`src/rtl/muldiv_unit_pkg.sv`:
```
// Shared opcode encoding, result constants and FSM state encoding for muldiv_unit.
package muldiv_unit_pkg;

    localparam int unsigned OP_W = 5;

    localparam logic [OP_W-1:0] OPNULL   = 5'd0;
    localparam logic [OP_W-1:0] OPMUL    = 5'd8;
    localparam logic [OP_W-1:0] OPMULH   = 5'd9;
    localparam logic [OP_W-1:0] OPMULHU  = 5'd10;
    localparam logic [OP_W-1:0] OPMULHSU = 5'd11;
    localparam logic [OP_W-1:0] OPDIV    = 5'd12;
    localparam logic [OP_W-1:0] OPDIVU   = 5'd13;
    localparam logic [OP_W-1:0] OPREM    = 5'd14;
    localparam logic [OP_W-1:0] OPREMU   = 5'd15;

    localparam logic [31:0] ZERO = 32'h0000_0000;

    typedef enum logic [1:0] {
        IDLE = 2'd0,
        CALC = 2'd1,
        FIX  = 2'd2,
        DONE = 2'd3
    } state_e;

    function automatic logic is_mul_op(input logic [OP_W-1:0] op);
        return (op == OPMUL) || (op == OPMULH) || (op == OPMULHU) || (op == OPMULHSU);
    endfunction

    function automatic logic is_rem_op(input logic [OP_W-1:0] op);
        return (op == OPREM) || (op == OPREMU);
    endfunction

endpackage

```
`src/rtl/muldiv_divider.sv`:
```
// Restoring radix-2 unsigned divider: load on start, one quotient bit per step.
module muldiv_divider #(
    parameter int unsigned XLEN = 32
) (
    input  logic            clk,
    input  logic            rst,
    input  logic            start,
    input  logic            step,
    input  logic [XLEN-1:0] dividend,
    input  logic [XLEN-1:0] divisor,
    output logic [XLEN-1:0] quotient,
    output logic [XLEN-1:0] remainder
);

    logic [XLEN-1:0] dvsr_r;
    logic [XLEN:0]   trial_c;
    logic            borrow_c;

    // Partial remainder shifted left with the next dividend bit brought in
    assign trial_c  = {remainder, quotient[XLEN-1]};
    assign borrow_c = trial_c < {1'b0, dvsr_r};

    always_ff @(posedge clk) begin
        if (rst) begin
            quotient  <= '0;
            remainder <= '0;
            dvsr_r    <= '0;
        end else if (start) begin
            quotient  <= dividend;
            remainder <= '0;
            dvsr_r    <= divisor;
        end else if (step) begin
            remainder <= borrow_c ? XLEN'(trial_c) : XLEN'(trial_c - {1'b0, dvsr_r});
            quotient  <= {quotient[XLEN-2:0], ~borrow_c};
        end
    end

endmodule

```
`src/rtl/muldiv_unit.sv`:
```
// Multi-cycle M-extension unit (MUL*/DIV*/REM*) with start/done handshake.
// Define MULDIV_FAST_MUL_EN to replace the shift-add multiplier with a single-cycle 33x33 multiply.
module muldiv_unit
    import muldiv_unit_pkg::*;
#(
    parameter int unsigned XLEN  = 32,
    parameter int unsigned CNT_W = 6
) (
    input  logic            iCLK,
    input  logic            iRST,
    input  logic            iStart,
    input  logic [4:0]      iControl,
    input  logic [XLEN-1:0] iA,
    input  logic [XLEN-1:0] iB,
    output logic            oBusy,
    output logic            oDone,
    output logic [XLEN-1:0] oResult
);

    localparam logic [CNT_W-1:0] CNT_LAST = CNT_W'(XLEN - 1);
    localparam logic [XLEN-1:0]  ALL_ONES = '1;
    localparam logic [XLEN-1:0]  INT_MIN  = {1'b1, {(XLEN-1){1'b0}}};

    state_e            state;
    logic [CNT_W-1:0]  cnt;
    logic [4:0]        op_r;
    logic              sign_r;
    logic [XLEN-1:0]   mcand_r;
    logic [2*XLEN-1:0] prod_r;

    logic              a_neg, b_neg, ovf_c;
    logic [XLEN-1:0]   abs_a, abs_b;
    logic [XLEN-1:0]   mag_a_c, mag_b_c, sc_val_c, fix_res_c;
    logic              sgn_c, sc_c;
    logic [XLEN:0]     sum_c;
    logic [2*XLEN-1:0] mul_full_c;
    logic [XLEN-1:0]   quot, rem;
    logic              accept_c, div_start_c;

    assign a_neg    = iA[XLEN-1];
    assign b_neg    = iB[XLEN-1];
    assign abs_a    = a_neg ? -iA : iA;
    assign abs_b    = b_neg ? -iB : iB;
    assign ovf_c    = (iA == INT_MIN) && (iB == ALL_ONES);
    assign accept_c = iStart && ((state == IDLE) || (state == DONE));

`ifdef MULDIV_FAST_MUL_EN
    logic              fast_a_ext, fast_b_ext;
    logic signed [2*XLEN+1:0] fast_p_c;

    // Sign/zero extension per operand so one signed multiplier covers all four MUL variants
    assign fast_a_ext = (iControl == OPMULHU) ? 1'b0 : a_neg;
    assign fast_b_ext = ((iControl == OPMUL) || (iControl == OPMULH)) ? b_neg : 1'b0;
    assign fast_p_c   = $signed({fast_a_ext, iA}) * $signed({fast_b_ext, iB});
`endif

    // Operand magnitudes, result sign and short-circuit detection at accept
    always_comb begin
        mag_a_c  = iA;
        mag_b_c  = iB;
        sgn_c    = 1'b0;
        sc_c     = 1'b1;
        sc_val_c = ZERO;
        case (iControl)
            OPMUL:   sc_c = 1'b0;
            OPMULH: begin
                mag_a_c = abs_a;
                mag_b_c = abs_b;
                sgn_c   = a_neg ^ b_neg;
                sc_c    = 1'b0;
            end
            OPMULHU: sc_c = 1'b0;
            OPMULHSU: begin
                mag_a_c = abs_a;
                sgn_c   = a_neg;
                sc_c    = 1'b0;
            end
            OPDIV: begin
                mag_a_c = abs_a;
                mag_b_c = abs_b;
                sgn_c   = a_neg ^ b_neg;
                if (iB == '0)  sc_val_c = ALL_ONES;
                else if (ovf_c) sc_val_c = INT_MIN;
                else            sc_c = 1'b0;
            end
            OPDIVU: begin
                if (iB == '0) sc_val_c = ALL_ONES;
                else          sc_c = 1'b0;
            end
            OPREM: begin
                mag_a_c = abs_a;
                mag_b_c = abs_b;
                sgn_c   = a_neg;
                if (iB == '0)  sc_val_c = iA;
                else if (ovf_c) sc_val_c = ZERO;
                else            sc_c = 1'b0;
            end
            OPREMU: begin
                if (iB == '0) sc_val_c = iA;
                else          sc_c = 1'b0;
            end
            default: ;
        endcase
`ifdef MULDIV_FAST_MUL_EN
        if (is_mul_op(iControl)) begin
            sc_c     = 1'b1;
            sc_val_c = (iControl == OPMUL) ? XLEN'(fast_p_c) : XLEN'(fast_p_c >> XLEN);
        end
`endif
    end

    assign div_start_c = accept_c && !sc_c && !is_mul_op(iControl);

    muldiv_divider #(.XLEN(XLEN)) u_div (
        .clk       (iCLK),
        .rst       (iRST),
        .start     (div_start_c),
        .step      ((state == CALC) && !is_mul_op(op_r)),
        .dividend  (mag_a_c),
        .divisor   (mag_b_c),
        .quotient  (quot),
        .remainder (rem)
    );

    // Shift-add step: conditionally add multiplicand to the upper half, then shift right
    assign sum_c      = {1'b0, prod_r[2*XLEN-1:XLEN]} + (prod_r[0] ? {1'b0, mcand_r} : '0);
    assign mul_full_c = sign_r ? -prod_r : prod_r;

    // Sign correction and result select in FIX
    always_comb begin
        fix_res_c = ZERO;
        if (op_r == OPMUL)
            fix_res_c = prod_r[XLEN-1:0];
        else if (is_mul_op(op_r))
            fix_res_c = XLEN'(mul_full_c >> XLEN);
        else if (is_rem_op(op_r))
            fix_res_c = sign_r ? -rem : rem;
        else
            fix_res_c = sign_r ? -quot : quot;
    end

    always_ff @(posedge iCLK) begin
        if (iRST) begin
            state   <= IDLE;
            oBusy   <= 1'b0;
            oDone   <= 1'b0;
            oResult <= ZERO;
            cnt     <= '0;
            op_r    <= OPNULL;
            sign_r  <= 1'b0;
            mcand_r <= '0;
            prod_r  <= '0;
        end else begin
            case (state)
                IDLE, DONE: begin
                    state <= IDLE;
                    oDone <= 1'b0;
                    if (iStart) begin
                        op_r   <= iControl;
                        sign_r <= sgn_c;
                        cnt    <= '0;
                        if (sc_c) begin
                            state   <= DONE;
                            oDone   <= 1'b1;
                            oResult <= sc_val_c;
                        end else begin
                            state   <= CALC;
                            oBusy   <= 1'b1;
                            mcand_r <= mag_a_c;
                            prod_r  <= {{XLEN{1'b0}}, mag_b_c};
                        end
                    end
                end
                CALC: begin
                    if (is_mul_op(op_r))
                        prod_r <= {sum_c, prod_r[XLEN-1:1]};
                    cnt <= cnt + CNT_W'(1);
                    if (cnt == CNT_LAST)
                        state <= FIX;
                end
                FIX: begin
                    state   <= DONE;
                    oBusy   <= 1'b0;
                    oDone   <= 1'b1;
                    oResult <= fix_res_c;
                end
                default: state <= IDLE;
            endcase
        end
    end

endmodule

```
`config.mk`:
```
export PLATFORM = sky130hd
export DESIGN_NAME = muldiv_unit
export DESIGN_NICKNAME = d
export VERILOG_FILES = /design/src/rtl/muldiv_unit_pkg.sv /design/src/rtl/muldiv_divider.sv /design/src/rtl/muldiv_unit.sv
export SDC_FILE = /design/constraint.sdc
export NUM_CORES = 1
export LEC_CHECK = 0
export BUFFER_PORTS_ARGS = -buffer_cell sky130_fd_sc_hd__buf_4
export CORE_ASPECT_RATIO = 2
export CORE_UTILIZATION = 45
export DETAILED_ROUTE_END_ITERATION = 8
export SYNTH_ARGS = -nofsm -noshare
export SYNTH_HDL_FRONTEND = slang
export SYNTH_SLANG_ARGS = --single-unit
export TNS_END_PERCENT = 20
```
`constraint.sdc`:
```
create_clock -name iCLK -period 10.85 [get_ports iCLK]
set_input_delay 3.255 -clock iCLK [delete_from_list [all_inputs] [get_ports iCLK]]
set_output_delay 3.255 -clock iCLK [all_outputs]
set_load 0.02 [all_outputs]
```
Word level (Yosys, flattened, before mapping). Index checks and enable logic that the tools add are counted.

Register bits after elaboration: 240. Input port bits: 72. Output and inout port bits: 34. Word-level logic and storage cells: 129.

$add $sub $neg: 8. Order comparisons: 1. Equality and inequality tests: 25. Muxes and demuxes: 43. Bitwise logic cells: 3. Reduce and logical (&&, ||, !) cells: 37.

Operator list (count): $mux 32 (19); $mux 64 (4); $neg 32->32 (4); $pmux 64 s2 (1); $pmux 32 s3 (1); $eq 5x4->1 const B (14); $eq 32x32->1 const B (2); $neg 64->64 (1); $pmux 32 s2 (1); $add 32x32->33 (1); $lt 33x32->1 (1); $logic_not 32->1 (1); $sub 32x32->32 (1); $reduce_or 2->1 (7); $pmux 6 s2 (1); $reduce_and 3->1 (3); $logic_or 1x1->1 (8); $reduce_or 4->1 (2); $mux 1 (7); $add 6x1->6 const B (1); $eq 6x5->1 const B (1); $mux 2 (3); $mux 6 (1); $ne 2x2->1 const B (3); other kinds (15) (29).

Longest topological paths before layout.
Depth in word-level cells: 9. Gate-level depth with buffers: 15. Gate-level depth less buffers: 14.

Modules after synthesis. A second synthesis with hierarchy kept.

Cell total of the unflattened synthesis: 2375. Area, all modules: 17798.3 µm².

Modules (own cells, without submodules): muldiv_unit (instances 1, cells each 1669, area each 12125.4 µm², seq. area each 2882.8 µm²); muldiv_divider (instances 1, cells each 706, area each 5672.9 µm², seq. area each 1921.8 µm²).

Worst setup path before layout. Ideal clock, no wire load.

Kind: input -> register. Start: input port iA[20]. End: register prod_r[37]. Setup time: 0.132 ns. Arrival time: 5.905 ns. Required time: 10.718 ns. Slack: 4.813 ns. Cell stages on the path: 11. Path buffers: 2. Path through: or4_1 > nor4_2 > or4b_1 > nor4_1 > o21ai_1 > a31o_2 > and2_1 > buf_2 > buf_1 > nand4_1 > a21oi_1.

Word-level cells in the longest chain between the ends: 7.

RTL lines: from (decl) (RTL line muldiv_unit.sv:13) `input logic [XLEN-1:0] iA,`; $eq 32x32->1 (RTL line muldiv_unit.sv:44) `assign ovf_c = (iA == INT_MIN) && (iB == ALL_ONES);`; $logic_and 1x1->1 (RTL line muldiv_unit.sv:44); $mux 1 (RTL line muldiv_unit.sv:83, muldiv_unit.sv:95); $mux 1 (RTL line muldiv_unit.sv:82) `if (iB == '0) sc_val_c = ALL_ONES;`; $pmux 1 s3 (RTL line muldiv_unit.sv:64) `case (iControl)`; $ne 2x2->1 (no source line); $reduce_and 4->1 (no source line); to (signal assigned) (RTL line muldiv_unit.sv:170) `prod_r <= {{XLEN{1'b0}}, mag_b_c};`; to (signal assigned) (RTL line muldiv_unit.sv:176) `prod_r <= {sum_c, prod_r[XLEN-1:1]};`; to (decl) (RTL line muldiv_unit.sv:29) `logic [2*XLEN-1:0] prod_r;`.

Every way passes these cells. A chain may end at the register's enable or synchronous reset.

Worst setup path after layout.
Start: input port iB[3]. End: register u_div.remainder[28].

Word-level cells in the longest chain between the ends: 9. Elaborated cells between the ends (all ways): 11. Classes of those cells: eq/ne (1); mux (4); reduce/logical (6).

RTL lines: from (decl) (RTL line muldiv_unit.sv:14) `input logic [XLEN-1:0] iB,`; $eq 32x32->1 (RTL line muldiv_unit.sv:44); $logic_and 1x1->1 (RTL line muldiv_unit.sv:44); $mux 1 (RTL line muldiv_unit.sv:83, muldiv_unit.sv:95); $mux 1 (RTL line muldiv_unit.sv:82); $pmux 1 s3 (*) (RTL line muldiv_unit.sv:64); $logic_not 1->1 (*) (RTL line muldiv_unit.sv:112) `assign div_start_c = accept_c && !sc_c && !is_mul_op(iControl);`; $logic_and 1x1->1 (*) (2 in a row) (RTL line muldiv_unit.sv:112); $reduce_or 2->1 (no source line) (*); to (signal assigned) (RTL line muldiv_divider.sv:33) `remainder <= borrow_c ? XLEN'(trial_c) : XLEN'(trial_c - {1'b0, dvsr_r});`; to (decl) (RTL line muldiv_divider.sv:12) `output logic [XLEN-1:0] remainder`.

Mark *: on every way between the ends. The rest lies on a longest branch, timed or not.

==> results_tabular.tex <==
\begin{tabular}{lr}
\hline
Metric & Value \\
\hline
\multicolumn{2}{l}{\textbf{Status}} \\
Outcome & finished, final reports clean \\
\multicolumn{2}{l}{\textbf{Pwr}} \\
Switching Power & 2.72 mW \\
Switching share of power & 50.8\% \\
Total power divided by cell area & 276 nW/um2 \\
VDD IR-drop max & 0.418 mV \\
Power after layout & 5.34 mW \\
Internal Pwr Total & 2.63 mW \\
Share of total power in the clock network & 16.7\% \\
Fraction of power consumed by combinational cells & 60.2\% \\
Leakage power summed over all cells & 7.23 nW \\
Sequential share of power & between 20\% and 30\% \\
\multicolumn{2}{l}{\textbf{Logic synthesis}} \\
Proportion of register bits with asynchronous set or reset after synthesis & 0\% \\
Area of the mapped netlist & 17500 um2 \\
Number of enable-type register cells in the synthesized netlist & 0 \\
Post-Synthesis Net Count & 2524 \\
Syn Area/Cell & about 7.4 um2 \\
Number of unique standard cell types used by synthesis & 73 \\
Number of standard cells after synthesis & 2377 \\
Synth Register Bits & 240 \\
Synth Warn \# & 0 \\
Flip-flop cell with the highest count after synthesis & sky130\_fd\_sc\_hd\_\_dfxtp\_1 \\
Sequential cell area fraction in the yosys report & a little over a quarter \\
\multicolumn{2}{l}{\textbf{Clock network}} \\
TritonCTS clock tree & yes \\
CTS H-Tree Depth & 1 \\
Resize count post-CTS & 0 \\
Insertion delay of the later-clocked pin in the worst-skew pair & 0.57 ns \\
Clock transition at the registers of the reported paths & 0.07 ns \\
Number of buffers inserted during clock tree synthesis & 25 \\
Number of setup buffers added after CTS & 0 \\
Root Driver & sky130\_fd\_sc\_hd\_\_clkbuf\_16 \\
CTS sink cnt & 240 \\
Maximum clock path buffer count & 3 \\
Number of buffers inserted for hold repair after clock tree synthesis & 0 \\
\multicolumn{2}{l}{\textbf{Cells and area}} \\
Synth-to-Final Area Change & 10.6\% \\
Ratio of cells with drive above 1 in the final layout & 8.29\% \\
Final nets & about 2500 \\
Commonest non-fill, non-tap cells in the layout & 287 x sky130\_fd\_sc\_hd\_\_nand2\_1, 239 x sky130\_fd\_sc\_hd\_\_dfxtp\_1, 238 x sky130\_fd\_sc\_hd\_\_nor2\_1, 180 x sky130\_fd\_sc\_hd\_\_a21oi\_1, 166 x sky130\_fd\_sc\_hd\_\_o21ai\_0 \\
Non-filler cells, final & 2902 \\
Utilization after layout & approximately half \\
Leading cell type in the layout, fill and taps excluded & sky130\_fd\_sc\_hd\_\_nand2\_1 \\
Total inserted antenna cells & 0 \\
\multicolumn{2}{l}{\textbf{GRT}} \\
Grt ovf & 0 \\
Global-route wire length before repair & approximately 97000 um \\
Met3 Resource Use GR & under 10\% \\
Global Route Usage Sum & a little under a third \\
Met2 Track Usage GR & 58.6\% \\
Number of antenna violations at the first check in global routing & 0 \\
Routing usage on met1 & 34.2\% \\
Largest net degree at the start of global routing & 91 \\
Busiest layer in global routing & met2 \\
Number of global-route vias before repair & 17309 \\
\multicolumn{2}{l}{\textbf{Setup path}} \\
Crit. End Element & flip-flop \\
Sequence of cells on the critical path & buf\_4, or4\_1, nor3\_1, nand4\_1, nor4\_1, nor4\_2, buf\_4, buf\_4, or3\_1, a211o\_1, nand2\_1 \\
Nature of the critical path startpoint & primary input \\
Arrival time at the worst endpoint & 7.70 ns \\
Critical Path RT & 11.36 ns \\
Slowest cell on the critical path & sky130\_fd\_sc\_hd\_\_or3\_1 \\
Crit path from & iB[3] \\
Reg-to-Reg Start & u\_div.quotient[31]\$\_SDFFE\_PP0P\_ \\
Number of cells on the worst reg-to-reg path & 13 \\
Crit path top cell by count & sky130\_fd\_sc\_hd\_\_buf\_4 \\
Slowest stage delay, CP & approximately 0.85 ns \\
Startpoint-to-endpoint class of the critical path & in -> reg \\
Critical-path maximum fanout & just under 70 \\
\multicolumn{2}{l}{\textbf{Detailed routing}} \\
Detailed-route wire length & 63300 um \\
First-pass iteration count of the detailed router & 5 \\
Final routed wire length divided by cell count & 21.8 um \\
Vias post-DR & 17767 \\
Drc violations & 0 \\
Number of DRC markers after the initial detailed-route iteration & roughly 1300 \\
Remaining antenna violation count after routing & 0 \\
Routed vias/inst & 6.12 \\
\multicolumn{2}{l}{\textbf{Die}} \\
Die outline width & 141 um \\
Die Outline Area & between 30000 and 40000 um2 \\
Number of primary I/O pins & 106 \\
Height of the die & 281 um \\
Number of cell rows & 101 \\
Initial Util & between 40\% and 50\% \\
Core ar. & 38200 um2 \\
\multicolumn{2}{l}{\textbf{Timing}} \\
Sum of negative setup slack & 0 ns \\
Worst Hold Slack & 0.471 ns \\
Max\_slew headroom & 25.8\% \\
Transition time at the pin with the least slew margin & roughly 1.1 ns \\
Final count of pins violating max slew & 0 \\
Timing-limited maximum frequency & 139 MHz \\
Count of endpoints failing hold in the final timing report & 0 \\
Setup-failing EPs final & 0 \\
Setup clock skew after layout & roughly 0.022 ns \\
Portion of the clock cycle consumed by the worst path in the final layout & 66.3\% \\
RSZ-0062 raised after global routing & false \\
Min cycle time layout & approximately 7 ns \\
\multicolumn{2}{l}{\textbf{Hold path}} \\
Worst Hold Class & reg -> reg \\
Hold Crit Start & u\_div.dvsr\_r[0]\$\_SDFFE\_PP0P\_ \\
Worst hold stages & 2 \\
\multicolumn{2}{l}{\textbf{Placement}} \\
Post-detail-place hpwl & 48100 um \\
Count of input and output buffers & 105 \\
Cell count after placement & 2860 \\
Gp weighted congestion & about 0.94 \\
\multicolumn{2}{l}{\textbf{Flow run}} \\
Max capacitance violation total & 0 \\
\hline
\end{tabular}
cell type report:
| class | count | area (um2) |
|---|---|---|
| inverters | 72 | 270 |
| fillers | 3879 | 18800 |
| flip-flops and latches | 240 | 4810 |
| repair buffers | 131 | 987 |
| multi-input cells | 1902 | 11800 |
| well taps | 515 | 644 |
| clock buffers | 28 | 647 |
| clock inverters | 14 | 166 |
registers in the layout, indices dropped and copies added, names as in the netlist:
name	flops
prod_r	64
mcand_r	32
oResult	32
u_div.dvsr_r	32
u_div.quotient	32
u_div.remainder	32
cnt	6
op_r	5
state	2
oBusy	1
oDone	1
sign_r	1
synth_stat cells (24+ instances only):
master / number / area share (%)
sky130_fd_sc_hd__clkbuf_1: 138 / 3.0
sky130_fd_sc_hd__nand2b_1: 32 / 1.1
sky130_fd_sc_hd__mux2i_1: 26 / 1.5
sky130_fd_sc_hd__nand4_1: 24 / 0.86
sky130_fd_sc_hd__and3_1: 29 / 1.0
sky130_fd_sc_hd__nand3_1: 66 / 1.9
sky130_fd_sc_hd__and2_1: 37 / 1.3
sky130_fd_sc_hd__nor2_1: 239 / 5.1
sky130_fd_sc_hd__o31ai_1: 32 / 1.4
sky130_fd_sc_hd__xnor2_1: 91 / 4.6
sky130_fd_sc_hd__a211oi_1: 104 / 4.5
sky130_fd_sc_hd__dfxtp_1: 240 / 27
sky130_fd_sc_hd__ha_1: 73 / 5.2
sky130_fd_sc_hd__a311oi_1: 38 / 1.9
sky130_fd_sc_hd__nand2_1: 290 / 6.2
sky130_fd_sc_hd__nor3_1: 29 / 0.83
sky130_fd_sc_hd__o21ai_1: 33 / 0.94
sky130_fd_sc_hd__inv_1: 72 / 1.5
sky130_fd_sc_hd__a21oi_1: 180 / 5.1
sky130_fd_sc_hd__a21o_1: 37 / 1.6
sky130_fd_sc_hd__o21ai_0: 166 / 4.7
sky130_fd_sc_hd__xor2_1: 84 / 4.2
sky130_fd_sc_hd__nor4_1: 34 / 1.2
per-stage QoR:
step	worst slack [ns]	cell area, um2
after floorplan	4.81	17500
after global placement	3.20	18500
after detailed placement	3.16	18500
after CTS	3.75	19300
after global routing	3.43	19300
final	3.66	19300
worst max-delay path, delay by kind of cell:
kind                   cells  cell delay [ns]
AND/OR/NAND/NOR            7             3.23
buffers and inverters      3             0.79
AO/OA/AOI/OAI              1             0.39
kinds of logic after synthesis:
group / synth area share [%]
DFF: 27.5
adders and majority gates: 5.45
buffers and inverters: 5.26
AOI/OAI and AO/OA: 27.9
and+or+nand+nor: 23.5
muxes: 1.74
xor gates and xnor gates: 8.76
power groups by stage:
stage	clock [mW]	combinational (mW)	sequential, mW
floorplan	0	2.24	1.23
global placement	0	3.14	1.24
detailed placement	0	3.16	1.25
CTS	0.907	3.18	1.23
global route	0.934	3.51	1.25
finish	0.895	3.21	1.23
metal layers:
layer / share of wire (%) / up-vias
li1: - / 8585
met1: 38 / 8463
met2: 51 / 543
met3: 4.1 / 176
met4: 6.2 / 0
met5: 0 / -
worst paths after layout:
| path | slack, ns | endpoint |
|---|---|---|
| setup / recovery | 3.66 | u_div.remainder[28]$_SDFFE_PP0P_ |
| hold / removal | 0.47 | u_div.dvsr_r[0]$_SDFFE_PP0P_ |
| setup reg to reg | 6.18 | u_div.remainder[0]$_SDFFE_PP0P_ |
| hold reg to reg | 0.47 | u_div.dvsr_r[0]$_SDFFE_PP0P_ |
(Power assumes the default switching activity.)
